### src/rtl/mantissa_seq_if.sv
// mantissa_seq_if
//   Bundles the microcode request, the datapath status inputs, and every
//   result/select line of the mantissa sequencer.
//   master : microcode/datapath side (drives start/op/dbl/shcnt and status)
//   slave  : the sequencer (drives busy/done/results and all selects)
interface mantissa_seq_if #(
    parameter int unsigned CNT_W = 6
);
    // Request
    logic             start;
    logic             op;
    logic             dbl;
    logic [CNT_W-1:0] shcnt;

    // Datapath status
    logic             amsb;
    logic             a1comp;
    logic             a0comp;

    // Status / results
    logic             busy;
    logic             done;
    logic             zero_res;
    logic [CNT_W-1:0] norm_cnt;
    logic             cyc0_rdy;

    // Datapath selects
    logic [2:0]       a1sel;
    logic [1:0]       a1psel;
    logic             a1zzsel;
    logic [2:0]       a0sel;
    logic [2:0]       a0psel;
    logic [1:0]       cyc0_sel;
    logic [1:0]       b0sel_a;
    logic [1:0]       b0sel_b;
    logic [1:0]       b1sel;
    logic             b1psel;
    logic             b1_cyc0sel;
    logic [2:0]       fp_out_sel;

    modport master (
        output start, op, dbl, shcnt, amsb, a1comp, a0comp,
        input  busy, done, zero_res, norm_cnt, cyc0_rdy,
               a1sel, a1psel, a1zzsel, a0sel, a0psel, cyc0_sel,
               b0sel_a, b0sel_b, b1sel, b1psel, b1_cyc0sel, fp_out_sel
    );

    modport slave (
        input  start, op, dbl, shcnt, amsb, a1comp, a0comp,
        output busy, done, zero_res, norm_cnt, cyc0_rdy,
               a1sel, a1psel, a1zzsel, a0sel, a0psel, cyc0_sel,
               b0sel_a, b0sel_b, b1sel, b1psel, b1_cyc0sel, fp_out_sel
    );
endinterface

### src/rtl/mantissa_seq.sv
// mantissa_seq
//   Sequencer for the FPU mantissa register file (a1/a0/b1/b0). Runs one
//   operation at a time: operand load, then a fixed-count right-shift align
//   loop or a left-shift normalize loop, then one (single) or two (double)
//   output-packing cycles. Everything freezes while fpuhold is high.
// Ports
//   clk      : clock
//   reset_l  : synchronous active-low reset
//   fpuhold  : global stall
//   bus      : mantissa_seq_if.slave (request, datapath status, results,
//              datapath select lines)
module mantissa_seq #(
    parameter int unsigned CNT_W = 6
) (
    input  logic                 clk,
    input  logic                 reset_l,
    input  logic                 fpuhold,
    mantissa_seq_if.slave        bus
);

    localparam logic [CNT_W-1:0] CNT_MAX = '1;

    typedef enum logic [2:0] {
        S_IDLE,
        S_LOAD,
        S_ITER,
        S_OUT_HI,
        S_OUT_LO
    } state_t;

    state_t           state, state_nxt;
    logic             op_r, op_nxt;
    logic             dbl_r, dbl_nxt;
    logic [CNT_W-1:0] cnt, cnt_nxt;
    logic [CNT_W-1:0] norm_cnt_r, norm_cnt_nxt;
    logic             zero_r, zero_nxt;

    // State register and operation latches
    always_ff @(posedge clk) begin
        if (!reset_l) begin
            state      <= S_IDLE;
            op_r       <= 1'b0;
            dbl_r      <= 1'b0;
            cnt        <= '0;
            norm_cnt_r <= '0;
            zero_r     <= 1'b0;
        end else if (!fpuhold) begin
            state      <= state_nxt;
            op_r       <= op_nxt;
            dbl_r      <= dbl_nxt;
            cnt        <= cnt_nxt;
            norm_cnt_r <= norm_cnt_nxt;
            zero_r     <= zero_nxt;
        end
    end

    // Next-state logic
    always_comb begin
        state_nxt    = state;
        op_nxt       = op_r;
        dbl_nxt      = dbl_r;
        cnt_nxt      = cnt;
        norm_cnt_nxt = norm_cnt_r;
        zero_nxt     = zero_r;
        case (state)
            S_IDLE: begin
                if (bus.start) begin
                    state_nxt    = S_LOAD;
                    op_nxt       = bus.op;
                    dbl_nxt      = bus.dbl;
                    cnt_nxt      = bus.shcnt;
                    norm_cnt_nxt = '0;
                    zero_nxt     = 1'b0;
                end
            end
            S_LOAD: begin
                // A zero-length align skips the loop entirely
                if (!op_r && (cnt == '0)) state_nxt = S_OUT_HI;
                else                      state_nxt = S_ITER;
            end
            S_ITER: begin
                if (!op_r) begin
                    cnt_nxt = cnt - CNT_W'(1);
                    if (cnt == CNT_W'(1)) state_nxt = S_OUT_HI;
                end else if (bus.amsb) begin
                    state_nxt = S_OUT_HI;
                end else if (bus.a1comp && bus.a0comp) begin
                    zero_nxt  = 1'b1;
                    state_nxt = S_OUT_HI;
                end else begin
                    norm_cnt_nxt = norm_cnt_r + CNT_W'(1);
                    // Saturate: the shift that fills the counter is the last
                    if (norm_cnt_nxt == CNT_MAX) state_nxt = S_OUT_HI;
                end
            end
            S_OUT_HI: state_nxt = dbl_r ? S_OUT_LO : S_IDLE;
            S_OUT_LO: state_nxt = S_IDLE;
            default:  state_nxt = S_IDLE;
        endcase
    end

    // Output decode; defaults are the hold encoding
    always_comb begin
        bus.busy       = (state != S_IDLE);
        bus.done       = 1'b0;
        bus.cyc0_rdy   = 1'b0;
        bus.a1sel      = 3'd6;
        bus.a1zzsel    = 1'b0;
        bus.a0sel      = 3'd3;
        bus.a0psel     = 3'd0;
        bus.b0sel_a    = 2'd0;
        bus.b0sel_b    = 2'd0;
        bus.b1sel      = 2'd0;
        bus.b1_cyc0sel = 1'b0;
        bus.cyc0_sel   = 2'd0;
        bus.a1psel     = 2'd0;
        bus.b1psel     = 1'b0;
        bus.fp_out_sel = 3'd0;
        case (state)
            S_LOAD: begin
                bus.cyc0_rdy   = 1'b1;
                bus.b1_cyc0sel = 1'b1;
                if (dbl_r) begin
                    bus.a1psel   = 2'd3;
                    bus.b1psel   = 1'b1;
                    bus.cyc0_sel = 2'd1;
                end else begin
                    bus.a1psel   = 2'd1;
                end
            end
            S_ITER: begin
                if (!op_r) begin
                    bus.a1sel = 3'd1;
                    bus.a0sel = 3'd0;
                end else if (!bus.amsb && !(bus.a1comp && bus.a0comp)) begin
                    bus.a1sel = 3'd2;
                    bus.a0sel = 3'd2;
                end
            end
            S_OUT_HI: begin
                bus.fp_out_sel = dbl_r ? 3'd3 : 3'd5;
                bus.done       = !dbl_r && !fpuhold;
            end
            S_OUT_LO: begin
                bus.fp_out_sel = 3'd4;
                bus.done       = !fpuhold;
            end
            default: ;
        endcase
    end

    assign bus.norm_cnt = norm_cnt_r;
    assign bus.zero_res = zero_r;

endmodule

### src/flat_wrapper.sv
// flat-port wrapper written by rule: the top's interface ports become plain ports
module mantissa_seq_flat 
#(
    parameter int unsigned CNT_W = 6
)
  (clk, reset_l, fpuhold, bus_start, bus_op, bus_dbl, bus_shcnt, bus_amsb, bus_a1comp, bus_a0comp, bus_busy, bus_done, bus_zero_res, bus_norm_cnt, bus_cyc0_rdy, bus_a1sel, bus_a1psel, bus_a1zzsel, bus_a0sel, bus_a0psel, bus_cyc0_sel, bus_b0sel_a, bus_b0sel_b, bus_b1sel, bus_b1psel, bus_b1_cyc0sel, bus_fp_out_sel);
  mantissa_seq_if #(.CNT_W(CNT_W)) bus_i ();
  input  logic clk;
  input  logic reset_l;
  input  logic fpuhold;
  input wire logic [$bits(bus_i.start)-1:0] bus_start;
  input wire logic [$bits(bus_i.op)-1:0] bus_op;
  input wire logic [$bits(bus_i.dbl)-1:0] bus_dbl;
  input wire logic [$bits(bus_i.shcnt)-1:0] bus_shcnt;
  input wire logic [$bits(bus_i.amsb)-1:0] bus_amsb;
  input wire logic [$bits(bus_i.a1comp)-1:0] bus_a1comp;
  input wire logic [$bits(bus_i.a0comp)-1:0] bus_a0comp;
  output wire logic [$bits(bus_i.busy)-1:0] bus_busy;
  output wire logic [$bits(bus_i.done)-1:0] bus_done;
  output wire logic [$bits(bus_i.zero_res)-1:0] bus_zero_res;
  output wire logic [$bits(bus_i.norm_cnt)-1:0] bus_norm_cnt;
  output wire logic [$bits(bus_i.cyc0_rdy)-1:0] bus_cyc0_rdy;
  output wire logic [$bits(bus_i.a1sel)-1:0] bus_a1sel;
  output wire logic [$bits(bus_i.a1psel)-1:0] bus_a1psel;
  output wire logic [$bits(bus_i.a1zzsel)-1:0] bus_a1zzsel;
  output wire logic [$bits(bus_i.a0sel)-1:0] bus_a0sel;
  output wire logic [$bits(bus_i.a0psel)-1:0] bus_a0psel;
  output wire logic [$bits(bus_i.cyc0_sel)-1:0] bus_cyc0_sel;
  output wire logic [$bits(bus_i.b0sel_a)-1:0] bus_b0sel_a;
  output wire logic [$bits(bus_i.b0sel_b)-1:0] bus_b0sel_b;
  output wire logic [$bits(bus_i.b1sel)-1:0] bus_b1sel;
  output wire logic [$bits(bus_i.b1psel)-1:0] bus_b1psel;
  output wire logic [$bits(bus_i.b1_cyc0sel)-1:0] bus_b1_cyc0sel;
  output wire logic [$bits(bus_i.fp_out_sel)-1:0] bus_fp_out_sel;
  assign bus_i.start = bus_start;
  assign bus_i.op = bus_op;
  assign bus_i.dbl = bus_dbl;
  assign bus_i.shcnt = bus_shcnt;
  assign bus_i.amsb = bus_amsb;
  assign bus_i.a1comp = bus_a1comp;
  assign bus_i.a0comp = bus_a0comp;
  assign bus_busy = bus_i.busy;
  assign bus_done = bus_i.done;
  assign bus_zero_res = bus_i.zero_res;
  assign bus_norm_cnt = bus_i.norm_cnt;
  assign bus_cyc0_rdy = bus_i.cyc0_rdy;
  assign bus_a1sel = bus_i.a1sel;
  assign bus_a1psel = bus_i.a1psel;
  assign bus_a1zzsel = bus_i.a1zzsel;
  assign bus_a0sel = bus_i.a0sel;
  assign bus_a0psel = bus_i.a0psel;
  assign bus_cyc0_sel = bus_i.cyc0_sel;
  assign bus_b0sel_a = bus_i.b0sel_a;
  assign bus_b0sel_b = bus_i.b0sel_b;
  assign bus_b1sel = bus_i.b1sel;
  assign bus_b1psel = bus_i.b1psel;
  assign bus_b1_cyc0sel = bus_i.b1_cyc0sel;
  assign bus_fp_out_sel = bus_i.fp_out_sel;
  mantissa_seq #(.CNT_W(CNT_W)) u_core (.clk(clk), .reset_l(reset_l), .fpuhold(fpuhold), .bus(bus_i));
endmodule
### config.mk
export PLATFORM = sky130hd
export DESIGN_NAME = mantissa_seq_flat
export DESIGN_NICKNAME = d
export VERILOG_FILES = /design/src/rtl/mantissa_seq_if.sv /design/src/rtl/mantissa_seq.sv /design/src/flat_wrapper.sv
export SDC_FILE = /design/constraint.sdc
export NUM_CORES = 1
export LEC_CHECK = 0
export CAP_MARGIN = 25
export CORE_MARGIN = 2
export CORE_UTILIZATION = 48
export DETAILED_ROUTE_END_ITERATION = 16
export HOLD_SLACK_MARGIN = 0.12
export PLACE_DENSITY = 0.83
export SETUP_SLACK_MARGIN = 0.3
export SYNTH_ARGS = -nofsm -noshare
export SYNTH_HDL_FRONTEND = slang
export SYNTH_SLANG_ARGS = --single-unit
### constraint.sdc
create_clock -name clk -period 2.9 [get_ports clk]
set_input_delay 0.435 -clock clk [delete_from_list [all_inputs] [get_ports clk]]
set_output_delay 0.435 -clock clk [all_outputs]
set_load 0.1 [all_outputs]
After elaboration in Yosys (flattened, before gate mapping). Index checks and enable logic that the tools add are counted.

Register bits: 18. Output and inout port bits: 35. Bits of input ports: 15. Word-level logic and storage cells: 79.

Reduce and logical (&&, ||, !) cells: 18. Equal/unequal tests: 14. Add/sub/neg operators: 2. Bitwise gates (word level): 1. Mux-type cells: 38.

Operators with widths (count): 3-bit 2-to-1 mux (13); 6-bit 2-to-1 mux (6); 6-bit one-hot mux with 2 select lines (2); 3-bit one-hot mux with 4 select lines (1); 6-bit AND reduction (2); 1-bit 2-to-1 mux (10); 2-bit != test (second input constant) (4); 4-bit AND reduction (2); 6-bit by 1-bit adder with 6-bit output (second input constant) (1); 3-bit by 2-bit == test with 1-bit output (second input constant) (2); 6-bit by 1-bit == test with 1-bit output (second input constant) (1); 6-bit == test (second input constant) (1); 6-bit zero test (1); 2-bit 2-to-1 mux (3); 3-bit one-hot mux with 2 select lines (1); 6-bit by 1-bit subtractor with 6-bit output (second input constant) (1); 1-bit zero test (5); 5-bit != test (second input constant) (1); 1-bit logical AND (4); 2-bit by 1-bit != test with 1-bit output (second input constant) (2); 1-bit one-hot mux with 2 select lines (2); 3-bit by 1-bit == test with 1-bit output (second input constant) (1); 3-bit == test (second input constant) (1); 3-bit zero test (1); 5 further kinds (5).

Depth between registers and ports, before layout. Gate-level depths: netlist of the first run.

Depth after elaboration: 7. Mapped depth: 7. Mapped depth without buffers: 7.

Worst setup path before layout of the first run. OpenSTA, ideal clock, no wires.

Path kind: reg-to-output. Start: register u_core.state[1]. End: output port bus_a1sel[2]. Buffers on the path: 2. Data arrival time: 4699 ps. Data required time: 2465 ps. Stages on the path, launching flop included: 6. Path slack: -2234 ps. Cells stage by stage: dfxtp_1 buf_4 nand2b_1 nor3_1 a31oi_1 buf_4.

Cells in the longest elaborated chain, start to end: 2.

Ends and longest elaborated chain: from (decl) (line mantissa_seq.sv:31) `state_t state, state_nxt;`; from (signal assigned) (line mantissa_seq.sv:48) `state <= state_nxt;`; 3-bit by 2-bit == test with 1-bit output (line mantissa_seq.sv:119) `case (state)`; 3-bit 2-to-1 mux (line mantissa_seq.sv:119); to (decl) (line flat_wrapper.sv:23) `output wire logic [$bits(bus_i.a1sel)-1:0] bus_a1sel;`.

No other way between the ends.

Worst setup path in the final report of the first run.
Start: register u_core.state[0]. End: output port bus_done.

Cells in the longest elaborated chain, start to end: 2. Elaborated cells between the ends (all ways): 3.

Ends and longest elaborated chain: 3-bit == test / 3-bit by 2-bit == test with 1-bit output (equally long branches) (line mantissa_seq.sv:119); 1-bit one-hot mux with 2 select lines (*) (line mantissa_seq.sv:119); to (decl) (line flat_wrapper.sv:19) `output wire logic [$bits(bus_i.done)-1:0] bus_done;`.

Mark *: on every way between the ends. The rest lies on a longest branch, timed or not.

==> results of run 1 <==
[layer usage]
metal | vias up | part of all wire | global-route usage | wire length (µm)
met5 | - | 0 | 0 | 0
met4 | 0 | 0.0067 | 0.0598 | 20
met3 | 5 | 0.067 | 0.0268 | 200
met2 | 50 | 0.47 | 0.321 | 1420
met1 | 567 | 0.45 | 0.241 | 1360
li1 | 624 | - | - | -
[metrics by stage]
stage / total power [µW] / hold slack, ns / util / TNS, ns
floorplan: 626 / 0.512 / - / -0.0855
global placement: 655 / 0.466 / 0.590 / 0
detailed placement: 662 / 0.478 / 0.590 / 0
CTS: 822 / 0.497 / 0.603 / 0
global route: 855 / 0.531 / 0.603 / 0
finish: 817 / 0.492 / 0.603 / 0
[registers in the layout, indices dropped and copies added (netlist names)]
signal,flops
u_core.bus.zero_res,1
u_core.state,3
u_core.bus.norm_cnt,6
u_core.dbl_r,1
u_core.cnt,6
u_core.op_r,1
[power by group]
group | internal, µW | total (µW) | switching [µW]
combinational | 96.3 | 375 | 278
sequential | 261 | 283 | 22.4
clock | 76.5 | 160 | 83.3
[path summary, 6_finish.rpt]
kind                                                     startpoint                             endpoint  slack (ns)  cells after the start
worst max register to register         u_core.state[2]$_SDFFE_PN0P_  u_core.bus.norm_cnt[4]$_SDFFE_PN0P_        0.97                      4
worst min-delay path            u_core.bus.norm_cnt[5]$_SDFFE_PN0P_  u_core.bus.norm_cnt[5]$_SDFFE_PN0P_        0.49                      2
worst max-delay path                   u_core.state[0]$_SDFFE_PN0P_                             bus_done        0.68                      5
worst min register to register  u_core.bus.norm_cnt[5]$_SDFFE_PN0P_  u_core.bus.norm_cnt[5]$_SDFFE_PN0P_        0.49                      2
[placed cells by master, fill, tap and decap left out, types with 2 or more instances in the layout]
master / count
sky130_fd_sc_hd__a21boi_1: 4
sky130_fd_sc_hd__a21oi_1: 6
sky130_fd_sc_hd__and2_1: 5
sky130_fd_sc_hd__and3_1: 3
sky130_fd_sc_hd__buf_4: 24
sky130_fd_sc_hd__clkbuf_4: 3
sky130_fd_sc_hd__clkdlybuf4s50_1: 14
sky130_fd_sc_hd__conb_1: 12
sky130_fd_sc_hd__dfxtp_1: 18
sky130_fd_sc_hd__ha_1: 5
sky130_fd_sc_hd__inv_1: 6
sky130_fd_sc_hd__mux2i_1: 7
sky130_fd_sc_hd__nand2_1: 17
sky130_fd_sc_hd__nand2b_1: 5
sky130_fd_sc_hd__nand3_1: 6
sky130_fd_sc_hd__nand3_2: 2
sky130_fd_sc_hd__nor2_1: 13
sky130_fd_sc_hd__nor2b_1: 5
sky130_fd_sc_hd__nor3_1: 2
sky130_fd_sc_hd__nor3_4: 2
sky130_fd_sc_hd__o211ai_1: 2
sky130_fd_sc_hd__o21a_1: 2
sky130_fd_sc_hd__o21ai_0: 10
sky130_fd_sc_hd__o21ai_1: 3
sky130_fd_sc_hd__or3_1: 2
[layout make-up]
cell class / instances / share of cell area
repair buffers: 38 / 0.192
clock buffers: 4 / 0.0218
well taps: 31 / 0.0233
flip-flops and latches: 18 / 0.217
multi-input cells: 135 / 0.532
inverters: 6 / 0.0135
[cells by family (layout without fill, tap and decap cells)]
| logic type | Yosys count | in the layout | share of synthesized area |
|---|---|---|---|
| multiplexers | 7 | 7 | 0.0505 |
| other | 1 | 12 | 0.00270 |
| AO/OA/AOI/OAI | 37 | 37 | 0.175 |
| flip-flops | 18 | 18 | 0.259 |
| AND/OR/NAND/NOR | 74 | 74 | 0.304 |
| buffers and inverters | 33 | 48 | 0.164 |
| adder cells (fa/ha/maj) | 5 | 5 | 0.0450 |
[critical path: stages, from the launching register on]
cell and delay, ns:
sky130_fd_sc_hd__dfxtp_1 0.63, sky130_fd_sc_hd__and3b_2 0.28, sky130_fd_sc_hd__nand2b_1 0.07, sky130_fd_sc_hd__o21ai_2 0.07
sky130_fd_sc_hd__nor2b_4 0.15, sky130_fd_sc_hd__buf_4 0.29
==> insert_results.sql, run 1 <==
INSERT INTO impl_metrics (metric_group, metric, value, unit) VALUES
('placed_design', 'place_congestion', '0.813', ''),
('grt', 'grt_pass1_vias', '1139', ''),
('floorplanning', 'core_area', '2760', 'µm²'),
('power', 'worst_ir_drop_vdd', '413', 'µV'),
('sta', 'timing_max_transition_violations_final', '0', ''),
('floorplanning', 'die_width', '57.8', 'µm'),
('synth', 'synth_top_area_frac', '0.259', ''),
('setup_path', 'critical_path.max_fanout', '11', ''),
('grt', 'number_of_antenna_violations_at_the_first_check_in_global_routing', '0', ''),
('synth', 'most_frequent_cells_after_synthesis', '19 x sky130_fd_sc_hd__buf_4, 18 x sky130_fd_sc_hd__dfxtp_1, 17 x sky130_fd_sc_hd__nand2_1', ''),
('final_layout', 'drive_gt1_frac', '0.219', ''),
('final_layout', 'diodes_inserted', '0', ''),
('sta', 'max-slew-margin-rel', '0.549', ''),
('synth', 'syn-cell-area', '1390', 'µm²'),
('clock_network', 'clk_slew_on_worst_s_h_paths', '0.11', 'ns'),
('routing', 'dr.pass1.iters', '4', ''),
('final_layout', 'finish.net_count', '222', ''),
('synth', 'synth.most_common_cell', 'sky130_fd_sc_hd__buf_4', ''),
('routing', 'route.detailed.vias_per_inst', '5.37', ''),
('clock_network', 'cts_made_buffers', '3', ''),
('final_layout', 'layoutNonFillerInstCount', '232', ''),
('job', 'maxCapViolCount', '0', ''),
('synth', 'async_reset_ff_frac', '0', ''),
('sta', 'report.final.setup_viol', '0', ''),
('sta', 'fin_crit', '2.22', 'ns'),
('placed_design', 'port_buffers', '37', ''),
('clock_network', 'post-cts-setup-buffer-count', '0', ''),
('setup_path', 'worstSetupEndpointType', 'primary output', ''),
('min_path', 'hp-class', 'reg -> reg', ''),
('sta', 'worst_pin_slew', '0.674', 'ns'),
('routing', 'detail_route.wl_per_cell', '12.9', 'µm'),
('sta', 'fmax', '0.451', 'GHz'),
('grt', 'grt_overflow', '0', ''),
('run_status', 'outcome', 'finished clean', ''),
('clock_network', 'max-clock-path-buffers', '2', ''),
('final_layout', 'layout.cell_area.non_filler', '1660', 'µm²'),
('clock_network', 'worst_skew_pair.late_latency', '0.30', 'ns'),
('setup_path', 'criticalPathCategory', 'reg -> out', ''),
('clock_network', 'number_of_gates_resized_after_cts', '0', ''),
('routing', 'routed_wirelength', '2.99', 'mm'),
('grt', 'grt_max_degree', '22', ''),
('synth', 'yosysUniqueCellTypes', '44', ''),
('sta', 'post-route-period-util', '0.765', ''),
('floorplanning', 'num_io_pins', '50', ''),
('floorplanning', 'fp.dieArea', '3340', 'µm²'),
('placed_design', 'post-place-cells', '228', ''),
('grt', 'global_route.usage.total', '0.187', ''),
('floorplanning', 'initial_utilization', '0.504', ''),
('placed_design', 'postPlaceCellArea', '1630', 'µm²'),
('synth', 'post_synth.cell_area_avg', '7.94', 'µm²'),
('sta', 'grt_setup_unrepaired', 'false', ''),
('clock_network', 'cts_num_sinks', '18', ''),
('setup_path', 'worst-endpoint-required', '2.47', 'ns'),
('synth', 'synth_area_leader_cell', 'sky130_fd_sc_hd__dfxtp_1', ''),
('power', 'power_density', '491', 'nW/µm²'),
('synth', 'synth-edff-count', '0', ''),
('routing', 'drtAntennaViolNets', '0', ''),
('synth', 'synth.yosys.seq_area_share', '0.259', ''),
('sta', 'skew', '0.00125', 'ns'),
('synth', 'synth_seq_cells', '18', ''),
('final_layout', 'n_fill_cell', '248', ''),
('final_layout', 'layout-area-overhead-vs-synth', '19.8', '%'),
('routing', 'detail_route.iter0.violations', '33', ''),
('final_layout', 'layout.area.seq', '360', 'µm²'),
('synth', 'synth-main-ff-cell', 'sky130_fd_sc_hd__dfxtp_1', ''),
('floorplanning', 'placement_rows', '19', ''),
('clock_network', 'clockRootBuffer', 'sky130_fd_sc_hd__clkbuf_4', ''),
('routing', 'routed-via-count', '1246', ''),
('clock_network', 'tritoncts', 'done', ''),
('floorplanning', 'die_h', '57.8', 'µm'),
('synth', 'number_of_standard_cells_after_synthesis', '175', '');
No activity file was read; power rests on OpenSTA's default activity.
==> inputs of run 2 (changes only) <==
--- a/config.mk
+++ b/config.mk
@@ -7,10 +7,10 @@
 export LEC_CHECK = 0
 export CAP_MARGIN = 25
 export CORE_MARGIN = 2
-export CORE_UTILIZATION = 48
+export CORE_UTILIZATION = 45
 export DETAILED_ROUTE_END_ITERATION = 16
 export HOLD_SLACK_MARGIN = 0.12
-export PLACE_DENSITY = 0.83
+export PLACE_DENSITY = 0.78
 export SETUP_SLACK_MARGIN = 0.3
 export SYNTH_ARGS = -nofsm -noshare
 export SYNTH_HDL_FRONTEND = slang
==> constraint.sdc (replaced) <==
create_clock -name clk -period 2.2 [get_ports clk]
set_input_delay 0.33 -clock clk [delete_from_list [all_inputs] [get_ports clk]]
set_output_delay 0.33 -clock clk [all_outputs]
set_load 0.1 [all_outputs]
==> run 2 against run 1 <==
Net effect: register-to-register slack worse by 0.59 ns; critical endpoint unchanged; non-clock buffer count grew 9; clock skew hardly changed; hold slack improved by 0.0056 ns.
==> insert_results.sql, run 2 (synthesis results as in run 1) <==
INSERT INTO impl_metrics (metric_group, metric, value, unit) VALUES
('grt', 'global_route_wire_length_before_repair', '4.99', 'mm'),
('power', 'worst_ir_drop_vdd', '371', 'µV'),
('grt', 'grt_pass1_vias', '1121', ''),
('routing', 'routed-via-count', '1288', ''),
('grt', 'number_of_antenna_violations_at_the_first_check_in_global_routing', '0', ''),
('clock_network', 'worst_skew_pair.late_latency', '0.30', 'ns'),
('clock_network', 'clockRootBuffer', 'sky130_fd_sc_hd__clkbuf_4', ''),
('setup_path', 'worstSetupEndpointType', 'primary output', ''),
('sta', 'post-route-period-util', '0.848', ''),
('sta', 'max-slew-margin-rel', '0.552', ''),
('setup_path', 'worst-endpoint-required', '1.87', 'ns'),
('routing', 'routed_wirelength', '3.27', 'mm'),
('sta', 'report.final.setup_viol', '0', ''),
('sta', 'grt_setup_unrepaired', 'true', ''),
('final_layout', 'n_fill_cell', '250', ''),
('floorplanning', 'fp.dieArea', '3550', 'µm²'),
('sta', 'fin_crit', '1.87', 'ns'),
('clock_network', 'max-clock-path-buffers', '2', ''),
('placed_design', 'dp_hpwl', '2.47', 'mm'),
('routing', 'drc', '0', ''),
('grt', 'grt_max_degree', '22', ''),
('clock_network', 'cts_num_sinks', '18', ''),
('sta', 'skew', '0.00124', 'ns'),
('power', 'power_density', '595', 'nW/µm²'),
('grt', 'global_route.usage.total', '0.183', ''),
('sta', 'hold_viol_final', '0', ''),
('final_layout', 'diodes_inserted', '0', ''),
('run_status', 'outcome', 'finished clean', ''),
('grt', 'global_route.peak_usage_layer', 'met2', ''),
('routing', 'dr.pass1.iters', '5', ''),
('min_path', 'hp-class', 'reg -> reg', ''),
('grt', 'met1_usage', '0.228', ''),
('final_layout', 'final_cell_mix', '17 x sky130_fd_sc_hd__nand2_1, 17 x sky130_fd_sc_hd__buf_12, 16 x sky130_fd_sc_hd__buf_4', ''),
('routing', 'detail_route.iter0.violations', '67', ''),
('setup_path', 'crit-reg2reg-capture', 'u_core.dbl_r$_SDFFE_PN0P_', ''),
('final_layout', 'layout-area-overhead-vs-synth', '44.1', '%'),
('sta', 'timing_max_transition_violations_final', '0', ''),
('power', 'p_leak', '0.000835', 'µW'),
('floorplanning', 'die_h', '59.6', 'µm'),
('sta', 'fmax', '0.536', 'GHz'),
('clock_network', 'post_cts_hold_buffer_count', '0', ''),
('sta', 'worst_pin_slew', '0.670', 'ns'),
('routing', 'drtAntennaViolNets', '0', ''),
('routing', 'route.detailed.vias_per_inst', '5.30', ''),
('min_path', 'hold_path.startpoint', 'u_core.bus.norm_cnt[5]$_SDFFE_PN0P_', ''),
('setup_path', 'critPathArrivalTime', '1.54', 'ns'),
('floorplanning', 'core_area', '3000', 'µm²'),
('setup_path', 'critical_path.max_fanout', '11', ''),
('sta', 'hold-worst-slack', '0.498', 'ns'),
('job', 'maxCapViolCount', '0', ''),
('setup_path', 'ff2ff_setup_slack', '0.38', 'ns'),
('floorplanning', 'die_width', '59.6', 'µm'),
('min_path', 'holdPathEnd', 'u_core.bus.norm_cnt[5]$_SDFFE_PN0P_', ''),
('clock_network', 'cts_made_buffers', '3', ''),
('floorplanning', 'initial_utilization', '0.463', ''),
('min_path', 'hold-path-cell-count', '2', ''),
('grt', 'met2_usage', '0.316', ''),
('clock_network', 'clk_slew_on_worst_s_h_paths', '0.11', 'ns'),
('final_layout', 'drive_gt1_frac', '0.295', ''),
('clock_network', 'tritoncts', 'done', ''),
('clock_network', 'number_of_levels_in_the_clock_h_tree', '1', ''),
('floorplanning', 'placement_rows', '20', ''),
('placed_design', 'port_buffers', '37', ''),
('placed_design', 'place_congestion', '0.877', ''),
('setup_path', 'timing.reg2reg.worst_path_depth', '5', ''),
('routing', 'detail_route.wl_per_cell', '13.5', 'µm'),
('setup_path', 'r2r-start', 'u_core.state[0]$_SDFFE_PN0P_', ''),
('floorplanning', 'num_io_pins', '50', ''),
('grt', 'grtUsageMet3', '0.0284', ''),
('final_layout', 'final_core_util', '0.667', ''),
('grt', 'grt_overflow', '0', ''),
('final_layout', 'finish.net_count', '231', ''),
('setup_path', 'category_of_the_worst_setup_path_launch_point', 'flop', ''),
('setup_path', 'criticalPathCategory', 'reg -> out', '');
run 2: cell type report:
cell class	instances	area [µm²]	area share
well taps	33	41.3	0.0206
flip-flops and latches	18	375	0.188
multi-input cells	135	926	0.463
inverters	6	22.5	0.0113
repair buffers	47	601	0.300
clock buffers	4	36.3	0.0181
run 2: power by group:
group | switching [µW] | internal [µW] | leakage [µW]
registers | 27.7 | 343 | 0.000150
clock network | 111 | 101 | 0.0000210
logic | 393 | 216 | 0.000664
total | 531 | 660 | 0.000835
run 2: layer usage:
layer,share of wire,up-vias,wire length (µm)
met5,0,-,0
li1,-,640,-
met4,0.016,0,53
met2,0.51,41,1680
met3,0.036,6,119
met1,0.43,601,1410
run 2: through the flow:
stage	power (µW)	area, µm²	setup slack [ns]	TNS (ns)	std cells
finish	1190	2000	0.335	0	243
global route	1240	2000	0.282	0	243
CTS	1170	1920	0.301	0	236
detailed placement	957	1870	0.311	0	232
global placement	947	1870	0.339	0	232
floorplan	852	1550	-0.660	-2.31	186
run 2: how the worst max path moves through the flow:
stage / from / slack [ns] / cells past startpoint / end
after floorplan: u_core.state[1]$_SDFFE_PN0P_ / -0.66 / 5 / bus_a1sel[1]
after global placement: u_core.state[2]$_SDFFE_PN0P_ / 0.34 / 4 / u_core.bus.norm_cnt[4]$_SDFFE_PN0P_
after detailed placement: u_core.state[2]$_SDFFE_PN0P_ / 0.31 / 4 / u_core.dbl_r$_SDFFE_PN0P_
after CTS: u_core.state[2]$_SDFFE_PN0P_ / 0.30 / 5 / bus_done
after global routing: u_core.state[0]$_SDFFE_PN0P_ / 0.28 / 4 / bus_a0sel[0]
final: u_core.state[2]$_SDFFE_PN0P_ / 0.33 / 5 / bus_done
run 2: worst max-delay path, cell delays in order, from the launching register on:
cell	delay, ns
sky130_fd_sc_hd__dfxtp_4	0.42
sky130_fd_sc_hd__and3b_2	0.25
sky130_fd_sc_hd__nand2b_1	0.10
sky130_fd_sc_hd__o21ai_4	0.10
sky130_fd_sc_hd__nor2b_4	0.19
sky130_fd_sc_hd__buf_12	0.18
run 2: what timing repair did:
action                                  in CTS  in global routing
endpoints found under the setup margin       6                  5
buffers inserted                             0                  7
pin swaps                                    0                  1
gates resized for setup                      4                  3
==> inputs of run 3 (changes only) <==
--- a/config.mk
+++ b/config.mk
@@ -7,10 +7,10 @@
 export LEC_CHECK = 0
 export CAP_MARGIN = 25
 export CORE_MARGIN = 2
-export CORE_UTILIZATION = 45
+export CORE_UTILIZATION = 40
 export DETAILED_ROUTE_END_ITERATION = 16
 export HOLD_SLACK_MARGIN = 0.12
-export PLACE_DENSITY = 0.78
+export PLACE_DENSITY = 0.74
 export SETUP_SLACK_MARGIN = 0.3
 export SYNTH_ARGS = -nofsm -noshare
 export SYNTH_HDL_FRONTEND = slang
==> constraint.sdc (replaced) <==
create_clock -name clk -period 1.7 [get_ports clk]
set_input_delay 0.255 -clock clk [delete_from_list [all_inputs] [get_ports clk]]
set_output_delay 0.255 -clock clk [all_outputs]
set_load 0.1 [all_outputs]
==> run 3 against run 2 <==
Net effect: the flow now finishes with violations (setup timing); clock power is 33% higher; global-route usage is 3.9 points higher; sequential power is 29% higher; routed wire length is 50% higher; utilization is 9.6 points higher; via count is 20% higher; largest cell class unchanged; highest routed layer unchanged.
==> insert_results.sql, run 3 (synthesis results as in run 1) <==
INSERT INTO impl_metrics (metric_group, metric, value, unit) VALUES
('power', 'power_density', '681', 'nW/µm²'),
('routing', 'dr.pass1.iters', '4', ''),
('setup_path', 'critPathArrivalTime', '1.53', 'ns'),
('routing', 'detail_route.wl_per_cell', '17.2', 'µm'),
('final_layout', 'n_fill_cell', '211', ''),
('run_status', 'outcome', 'finished with violations', ''),
('floorplanning', 'placement_rows', '21', ''),
('grt', 'grt_max_degree', '18', ''),
('run_status', 'failed_checks', 'setup timing', ''),
('sta', 'postLayoutSetupSlackWorst', '-0.0804', 'ns'),
('final_layout', 'diodes_inserted', '0', ''),
('power', 'p_leak', '0.00104', 'µW'),
('floorplanning', 'num_io_pins', '50', ''),
('routing', 'routed_wirelength', '4.91', 'mm'),
('grt', 'grt_pass1_vias', '1445', ''),
('power', 'worst_ir_drop_vdd', '447', 'µV'),
('routing', 'routed-via-count', '1540', ''),
('setup_path', 'criticalPathCategory', 'reg -> out', ''),
('clock_network', 'cts_num_sinks', '18', ''),
('routing', 'route.detailed.vias_per_inst', '5.40', ''),
('clock_network', 'post_cts_hold_buffer_count', '0', ''),
('setup_path', 'category_of_the_worst_setup_path_launch_point', 'flop', ''),
('grt', 'grt_overflow', '0', ''),
('grt', 'global_route_wire_length_before_repair', '6.92', 'mm'),
('sta', 'hold_viol_final', '0', ''),
('final_layout', 'final_cell_mix', '24 x sky130_fd_sc_hd__buf_12, 19 x sky130_fd_sc_hd__buf_4, 18 x sky130_fd_sc_hd__buf_6', ''),
('clock_network', 'cts_made_buffers', '3', ''),
('floorplanning', 'fp.dieArea', '3960', 'µm²'),
('final_layout', 'finish.net_count', '260', ''),
('sta', 'report.final.setup_viol', '12', ''),
('clock_network', 'clockRootBuffer', 'sky130_fd_sc_hd__clkbuf_4', ''),
('final_layout', 'layout-area-overhead-vs-synth', '83.2', '%'),
('routing', 'detail_route.iter0.violations', '160', ''),
('placed_design', 'dp_hpwl', '2.48', 'mm'),
('placed_design', 'place_congestion', '0.865', ''),
('floorplanning', 'core_area', '3340', 'µm²'),
('floorplanning', 'die_width', '62.9', 'µm'),
('grt', 'number_of_antenna_violations_at_the_first_check_in_global_routing', '0', ''),
('floorplanning', 'initial_utilization', '0.416', ''),
('clock_network', 'worst_skew_pair.late_latency', '0.31', 'ns'),
('final_layout', 'layout.cells.most_common', 'sky130_fd_sc_hd__buf_12', ''),
('setup_path', 'critical_path.max_fanout', '7', ''),
('sta', 'setup_total_negative_slack', '-0.511', 'ns'),
('placed_design', 'placement.setup.worst_slack', '-0.0869', 'ns'),
('routing', 'drc', '0', ''),
('sta', 'post-route-period-util', '1.05', ''),
('sta', 'grt_setup_unrepaired', 'true', ''),
('sta', 'fin_crit', '1.78', 'ns'),
('clock_network', 'tritoncts', 'done', ''),
('power', 'post-layout-total-power', '1730', 'µW'),
('sta', 'fmax', '0.562', 'GHz'),
('sta', 'skew', '0.0100', 'ns'),
('setup_path', 'worst-endpoint-required', '1.44', 'ns'),
('clock_network', 'number_of_levels_in_the_clock_h_tree', '1', ''),
('clock_network', 'max-clock-path-buffers', '2', ''),
('floorplanning', 'die_h', '62.9', 'µm'),
('setup_path', 'worstSetupEndpointType', 'primary output', ''),
('sta', 'timing_max_transition_violations_final', '0', ''),
('job', 'maxCapViolCount', '0', ''),
('grt', 'global_route.usage.total', '0.222', ''),
('clock_network', 'clk_slew_on_worst_s_h_paths', '0.12', 'ns'),
('placed_design', 'port_buffers', '37', ''),
('min_path', 'hp-class', 'reg -> reg', ''),
('final_layout', 'drive_gt1_frac', '0.494', ''),
('routing', 'drtAntennaViolNets', '0', '');
run 3: changes by cell type in the layout (fill, tap and decap cells not counted), sizes merged:
cell / previous run / this run
buf: 33 / 61
a21bo: 1 / 2
run 3: path summary, 6_finish.rpt:
kind	start	cells after the start	slack, ns	to
worst max-delay path	u_core.state[2]$_SDFFE_PN0P_	5	-0.08	bus_done
worst min-delay path	u_core.bus.norm_cnt[5]$_SDFFE_PN0P_	2	0.51	u_core.bus.norm_cnt[5]$_SDFFE_PN0P_
worst max register to register	u_core.state[1]$_SDFFE_PN0P_	8	-0.05	u_core.bus.norm_cnt[3]$_SDFFE_PN0P_
worst min register to register	u_core.bus.norm_cnt[5]$_SDFFE_PN0P_	2	0.51	u_core.bus.norm_cnt[5]$_SDFFE_PN0P_
run 3: cell type report:
cell class / count / area (µm²) / area share
clock buffers: 4 / 36.3 / 0.0143
inverters: 6 / 22.5 / 0.00885
multi-input cells: 136 / 1070 / 0.421
flip-flops and latches: 18 / 390 / 0.153
well taps: 46 / 57.6 / 0.0226
repair buffers: 75 / 966 / 0.380
run 3: metrics by stage:
| stage | cell area, µm² | instances | hold slack [ns] | util |
|---|---|---|---|---|
| after global routing | 2540 | 285 | 0.546 | 0.762 |
| final | 2540 | 285 | 0.510 | 0.762 |
| after global placement | 2080 | 256 | 0.474 | 0.624 |
| after CTS | 2360 | 277 | 0.495 | 0.706 |
| after detailed placement | 2080 | 256 | 0.479 | 0.624 |
| after floorplan | 1570 | 186 | 0.410 | - |
run 3: repair_timing:
action,in CTS,in global routing
gates cloned,1,0
resized for setup,30,31
pin swaps,8,18
setup buffers,16,8
endpoints found under the setup margin,34,34
run 3: worst max-delay path, stage by stage, from the launching register on:
cell                       delay (ns)
sky130_fd_sc_hd__dfxtp_4         0.40
sky130_fd_sc_hd__and3b_2         0.27
sky130_fd_sc_hd__nand2b_1        0.07
sky130_fd_sc_hd__o21ai_2         0.08
sky130_fd_sc_hd__nor2b_4         0.20
sky130_fd_sc_hd__buf_12          0.18
run 3: power breakdown:
part,switching (µW),internal (µW),total [µW]
Clock,152,131,283
Sequential,36.8,441,477
Combinational,587,384,971
run 3: metal layers:
layer	wire length (µm)	vias up	track usage
li1	-	704	-
met1	1870	764	0.263
met2	2670	61	0.378
met3	263	11	0.0505
met4	109	0	0.103
met5	0	-	0
